## config.mk

```make
export PLATFORM = sky130hd
export DESIGN_NAME = pulse_cnt_bank
export DESIGN_NICKNAME = d
export VERILOG_FILES = /design/src/rtl/pulse_cnt_bank.sv
export SDC_FILE = /design/constraint.sdc
export NUM_CORES = 1
export LEC_CHECK = 0
export CAP_MARGIN = 25
export CORE_MARGIN = 2
export CORE_UTILIZATION = 57
export DETAILED_ROUTE_END_ITERATION = 7
export MAX_ROUTING_LAYER = met4
export PLACE_DENSITY_LB_ADDON = 0.2
export SETUP_SLACK_MARGIN = 0.4
export SYNTH_ARGS = -nofsm -noshare
export SYNTH_HDL_FRONTEND = slang
export SYNTH_SLANG_ARGS = --single-unit
```

## constraint.sdc

```tcl
create_clock -name clk -period 3.1 [get_ports clk]
set_clock_uncertainty 0.2 [all_clocks]
set_input_delay 0.465 -clock clk [delete_from_list [all_inputs] [get_ports clk]]
set_output_delay 0.465 -clock clk [all_outputs]
set_load 0.1 [all_outputs]
```

## src/rtl/pulse_cnt_bank.sv

```systemverilog
// pulse_cnt_bank: gates, edge-counts and saturates pulse channels under a run/clear FSM,
// and streams a header plus a snapshot of every counter as bytes over a req/ack handshake.
module pulse_cnt_bank #(
    parameter int          P_N_CH  = 8,
    parameter int          P_CNT_W = 32,
    parameter logic [7:0]  P_HDR   = 8'hA5
) (
    input  logic              clk,
    input  logic              rst_n,
    input  logic              run,
    input  logic              clr,
    input  logic [P_N_CH-1:0] pulse_in,
    output logic [P_N_CH-1:0] pulse_gated,
    output logic              running,
    output logic              all_sat,
    input  logic              dump_req,
    output logic              dump_busy,
    output logic              byte_req,
    output logic [7:0]        byte_data,
    input  logic              byte_ack
);
    localparam int NB = 1 + P_N_CH * (P_CNT_W / 8);
    localparam int SW = 8 * NB;
    localparam int IW = $clog2(NB);

    typedef enum logic {S_IDLE, S_RUN} run_t;
    typedef enum logic {D_IDLE, D_SEND} dump_t;

    run_t                             state, state_nxt;
    dump_t                            d_state, d_nxt;
    logic [P_N_CH-1:0][P_CNT_W-1:0]   cnt, cnt_nxt;
    logic [P_N_CH-1:0]                pulse_prev, rise, gate_nxt, sat;
    logic [P_N_CH*P_CNT_W-1:0]        snap_word;
    logic [SW-1:0]                    sh, sh_nxt;
    logic [IW-1:0]                    idx, idx_nxt;
    logic                             accept, ack, last;

    assign rise      = pulse_in & ~pulse_prev;
    assign running   = state == S_RUN;
    assign dump_busy = d_state == D_SEND;
    assign byte_req  = dump_busy;
    assign byte_data = byte_req ? sh[SW-1 -: 8] : 8'h00;

    always_comb begin
        state_nxt = clr ? S_IDLE : (state == S_IDLE && run) ? S_RUN : state;
        gate_nxt  = '0;
        sat       = '0;
        cnt_nxt   = cnt;
        snap_word = '0;
        for (int i = 0; i < P_N_CH; i++) begin
            gate_nxt[i] = rise[i] & running & (cnt[i] != '1);
            sat[i]      = cnt[i] == '1;
            cnt_nxt[i]  = clr ? '0 : cnt[i] + P_CNT_W'(gate_nxt[i]);
            // channel 0 lands in the most significant slot so it leaves the shifter first
            snap_word[(P_N_CH-1-i)*P_CNT_W +: P_CNT_W] = cnt[i];
        end
    end

    always_comb begin
        accept  = d_state == D_IDLE && dump_req;
        ack     = d_state == D_SEND && byte_ack;
        last    = idx == IW'(NB - 1);
        d_nxt   = accept ? D_SEND : (ack && last) ? D_IDLE : d_state;
        sh_nxt  = accept ? {P_HDR, snap_word} : ack ? sh << 8 : sh;
        idx_nxt = accept ? '0 : ack ? idx + IW'(1) : idx;
    end

    always_ff @(posedge clk or negedge rst_n) begin
        if (!rst_n) begin
            state       <= S_IDLE;
            d_state     <= D_IDLE;
            cnt         <= '0;
            pulse_prev  <= '0;
            pulse_gated <= '0;
            all_sat     <= 1'b0;
            sh          <= '0;
            idx         <= '0;
        end else begin
            state       <= state_nxt;
            d_state     <= d_nxt;
            cnt         <= cnt_nxt;
            pulse_prev  <= pulse_in;
            pulse_gated <= gate_nxt;
            all_sat     <= ~clr & (&sat);
            sh          <= sh_nxt;
            idx         <= idx_nxt;
        end
    end
endmodule

```

# Word level (Yosys, flattened, before mapping)
# Cells that the tools add are included.
# totals
input_bits	14
output_inout_bits	20
elab_cells	88
reg_bits	545
# classes
add_sub_neg	9
n_reduce_logical	8
bitwise_logic	22
n_mux	17
eq_ne	17
# op_table
operator	n
$mux 264	2
$add 32x1->32	8
$eq 32x32->1 const B	8
$mux 32	8
$ne 32x32->1 const B	8
$and 1x1->1	17
$mux 6	2
$and 8x8->8	1
$mux 8	1
$not 8->8	1
$reduce_and 8->1	1
$add 6x1->6 const B	1
$eq 6x6->1 const B	1
$reduce_bool 2->1	3
$logic_and 1x1->1	4
$mux 1	4
$not 1->1	3

# Depth between registers and ports, before layout
# depth
ltp_word	6
mapped_depth	13
depth_no_buf	11

# Worst setup path before layout
# OpenSTA, ideal clock, no wires.
# synth_timing
path_type	reg2reg
startpoint	reg state, in the netlist running
endpoint	reg cnt[28] (netlist name)
path_buffers	1
setup_time_ps	132
setup_slack_ps	-10
period_less_slack_ps	3110
required_time_ps	2768
stages_incl_launch_ff	10
arrival_time_ps	2778
cell_sequence	dfrtp_1 nand2_1 nor3_1 ha_1 nand3_1 nor4_2 buf_2 nand4_1 xor2_1 nor2_1
# synth_rtl
element	line_no	rtl
start: declaration	29	run_t state, state_nxt;
start signal: assignment	79	state <= state_nxt;
end signal: assignment	81	cnt <= cnt_nxt;
end: declaration	31	logic [P_N_CH-1:0][P_CNT_W-1:0] cnt, cnt_nxt;

==> key figures <==
Clock network
  – Clk_lat worst skew: 0.60 ns
  – CTS sink cnt: ~550
  – Max Buffers Root-to-Sink: 3
  – Cts bufs inserted: 56
  – H-tree levels: 2
  – Root buffer cell: clkbuf_16
  – CTS tree: yes
  – Clock-pin transition on the worst setup and hold timing paths: 0.07 ns

Die
  – Die Span Y: 214 µm
  – # rows: 76
  – # IOs: 34
  – Die area: 45800 µm²
  – Die X: ~210 µm
  – Placeable Area: 43300 µm²
  – Initial Utilization: 58.1%

Setup path
  – CP most frequent cell: buf_4
  – CP endpoint kind: flip-flop
  – Critical Path AT: 3.17 ns
  – R2R Path End: cnt[168]
  – CP bufs+invs: 4
  – Critical path's slowest cell: dfrtp_1
  – Worst r2r path cells: 12
  – Worst path required time: 3.43 ns
  – Reg2Reg Setup Slack: 0.26 ns
  – Crit path max fanout: 4
  – Crit path max-delay family: simple AND/OR/NAND/NOR gates
  – Crit-path cells: nand4_1 > nor4_2 > buf_4 > nand4_1 > and4b_1 > ha_2 > nand4_1 > buf_4 > buf_4 > buf_4 > or3_1 > a21oi_2
  – Startpoint types: flip-flop
  – Crit Path Category: reg -> reg
  – RR Startpoint: cnt[166]
  – Slowest stage delay, CP: ~0.4 ns

Logic synthesis
  – Main combinational cell family by area after synthesis: simple AND/OR/NAND/NOR gates
  – Count leader, synth: nand2_1
  – Synth Area in Compound Gates: 7.06%
  – Synth Area in Simple Gates: 26.7%
  – Register bit total from synthesis: 545
  – Avg Inst Size Synth: 8.97 µm²
  – Gate Count Post-Synth: 2803
  – Post-Synth Adder-Cell Area: less than 1%
  – Syn_nets: 2835
  – Yosys Warn Count: 0
  – Post-synthesis cell area: 25100 µm²
  – Register area share after synthesis: 54.2%
  – EDFF count, synth: 0
  – Top post-synthesis cells by count: nand2_1 (613), dfrtp_1 (545), nor2_1 (517)
  – Synth top area share: 54.2%
  – Ys flop type: dfrtp_1
  – Synth async-reset ratio: 100%
  – Synth area leaders: dfrtp_1 (54%), nand2_1 (9.2%), nor2_1 (7.7%)
  – Multiplexer share of the synthesized area: 0.0448%
  – Synth Area in XOR/XNOR: 8.22%
  – Post-synth top area cell: dfrtp_1
  – Netlist cell types: between 40 and 50

STA
  – Fin Setup TNS: 0 ns
  – Unrepaired setup endpoints after global routing: true
  – Final Hold Viols: 0
  – Final min period: 2.84 ns
  – Setup violations, final: 0
  – Max-Slew Margin vs Limit: 21.7%
  – Slew Limit Fails: 0
  – Worst Tran Pin Value: 1.16 ns
  – Part of the cycle the worst path needs: between 90 and 100%
  – Final hold slack: 0.132 ns
  – Max Fclk: 352 MHz

Global routing
  – Global route hottest layer: met2
  – Met3 usage: 4.52%
  – Tot GR Track Use: 28.6%
  – Largest net degree at the start of global routing: 169
  – Initial antenna violation count: 3
  – Total global routing overflow: 0
  – GR Util met1: 39.1%
  – M2 GR Usage: 44.4%
  – First-pass GRT wire length: 106000 µm
  – Number of global-route vias before repair: 20900

Power and ir drop
  – P_leak: roughly 14 nW
  – Maximum vdd drop: 670 µV
  – Pwr/cell area: 597 nW/µm²

Detailed routing
  – Routed Antenna Nets: 0
  – Vias/cell: approximately 5.8
  – Detailed Routing Iterations Pass 1: 6
  – Total wire length: 65500 µm
  – DRT iter0 DRCs: 2038
  – DR WL/cell: 17.9 µm
  – Via count: 21400
  – # DRC: 0

Hold path
  – Class of the worst hold path: in -> reg
  – Min-Delay Startpoint: pulse_in[0]
  – Hold endpoint: pulse_prev[0]
  – Hold depth: 1

Placed design
  – Post-DP Area: 26900 µm²
  – Number of port buffers: 33
  – Placer's final routability congestion estimate: 0.871
  – Final HPWL DP: approximately 39000 µm

Outcome
  – Status: complete, no violations

Job
  – Max-cap violations: 0

Finish
  – Share of layout cells above drive strength 1: 19.5%
  – Total Nets Final: between 3000 and 4000
  – Area delta synth->final: 23.5%
  – Cell area after layout: 31100 µm²
[registers in the layout, summed over array words and instances, names as in the netlist]
signal,count
sh,264
idx,6
all_sat,1
running,1
cnt,256
byte_req,1
pulse_prev,8
pulse_gated,8
[cells in the final DEF (no fill, tap or decap), types with 46 or more instances in the layout]
| cell | instances |
|---|---|
| dfrtp_2 | 46 |
| nand2_1 | 604 |
| nor2_1 | 512 |
| nand3_1 | 86 |
| clkbuf_16 | 57 |
| xor2_1 | 180 |
| nand4_1 | 103 |
| a31oi_1 | 248 |
| xnor2_1 | 47 |
| dfrtp_1 | 498 |
| buf_4 | 272 |
[worst max path at each step]
stage | startpoint | end | slack (ns) | depth (start not counted)
after floorplan | cnt[187] | cnt[191] | 0.36 | 10
after global placement | pulse_in[4] | cnt[158] | -0.13 | 8
after detailed placement | cnt[212] | cnt[215] | -0.12 | 9
after CTS | cnt[166] | cnt[186] | 0.29 | 11
after global routing | cnt[165] | cnt[191] | 0.14 | 13
final | cnt[166] | cnt[168] | 0.26 | 12
[metrics by stage]
stage	instances	setup slack, ns	util, %	total power (W)
2_1_floorplan	2803	0.362	-	0.0105
3_3_place_gp	3385	-0.128	62.3	0.0114
3_5_place_dp	3386	-0.120	62.3	0.0115
4_1_cts	3580	0.288	69.2	0.0186
5_1_grt	3663	0.136	71.8	0.0194
6_report	3663	0.262	71.8	0.0185
[power by group]
| group | switching (W) | total (W) | internal, W |
|---|---|---|---|
| registers | 0.000720 | 0.00893 | 0.00821 |
| logic | 0.00158 | 0.00250 | 0.000919 |
| clock network | 0.00285 | 0.00710 | 0.00425 |
| total | 0.00516 | 0.0185 | 0.0134 |
[timing repair]
action | CTS | global route
gates resized for setup | 89 | 137
setup buffers | 88 | 75
hold endpoints to repair | 78 | 0
pin swaps | 50 | 104
gates cloned | 1 | 5
hold buffers | 2 | 0
endpoints found under the setup margin | 170 | 168
[cell type report]
cell class / count / area [µm²]
diodes: 3 / 7.51
clock buffers: 84 / 1690
clock inverters: 19 / 259
fillers: 3092 / 12200
inverters: 20 / 75.1
multi-input cells: 2073 / 11600
flip-flops and latches: 545 / 13700
well taps: 585 / 732
repair buffers: 334 / 2960
[cells by family after synthesis]
kind of cell    Yosys count
buf+inv                 188
fa+ha+maj                18
simple gates           1528
xor+xnor                236
mux                       1
flops                   545
compound gates          287
[per-layer routing]
| layer | routed length (µm) | share of wire [%] |
|---|---|---|
| met4 | 1880 | 2.9 |
| met5 | 0 | 0 |
| met2 | 31500 | 48 |
| met3 | 3660 | 5.6 |
| met1 | 28500 | 43 |
No activity file was read; power rests on OpenSTA's default activity.
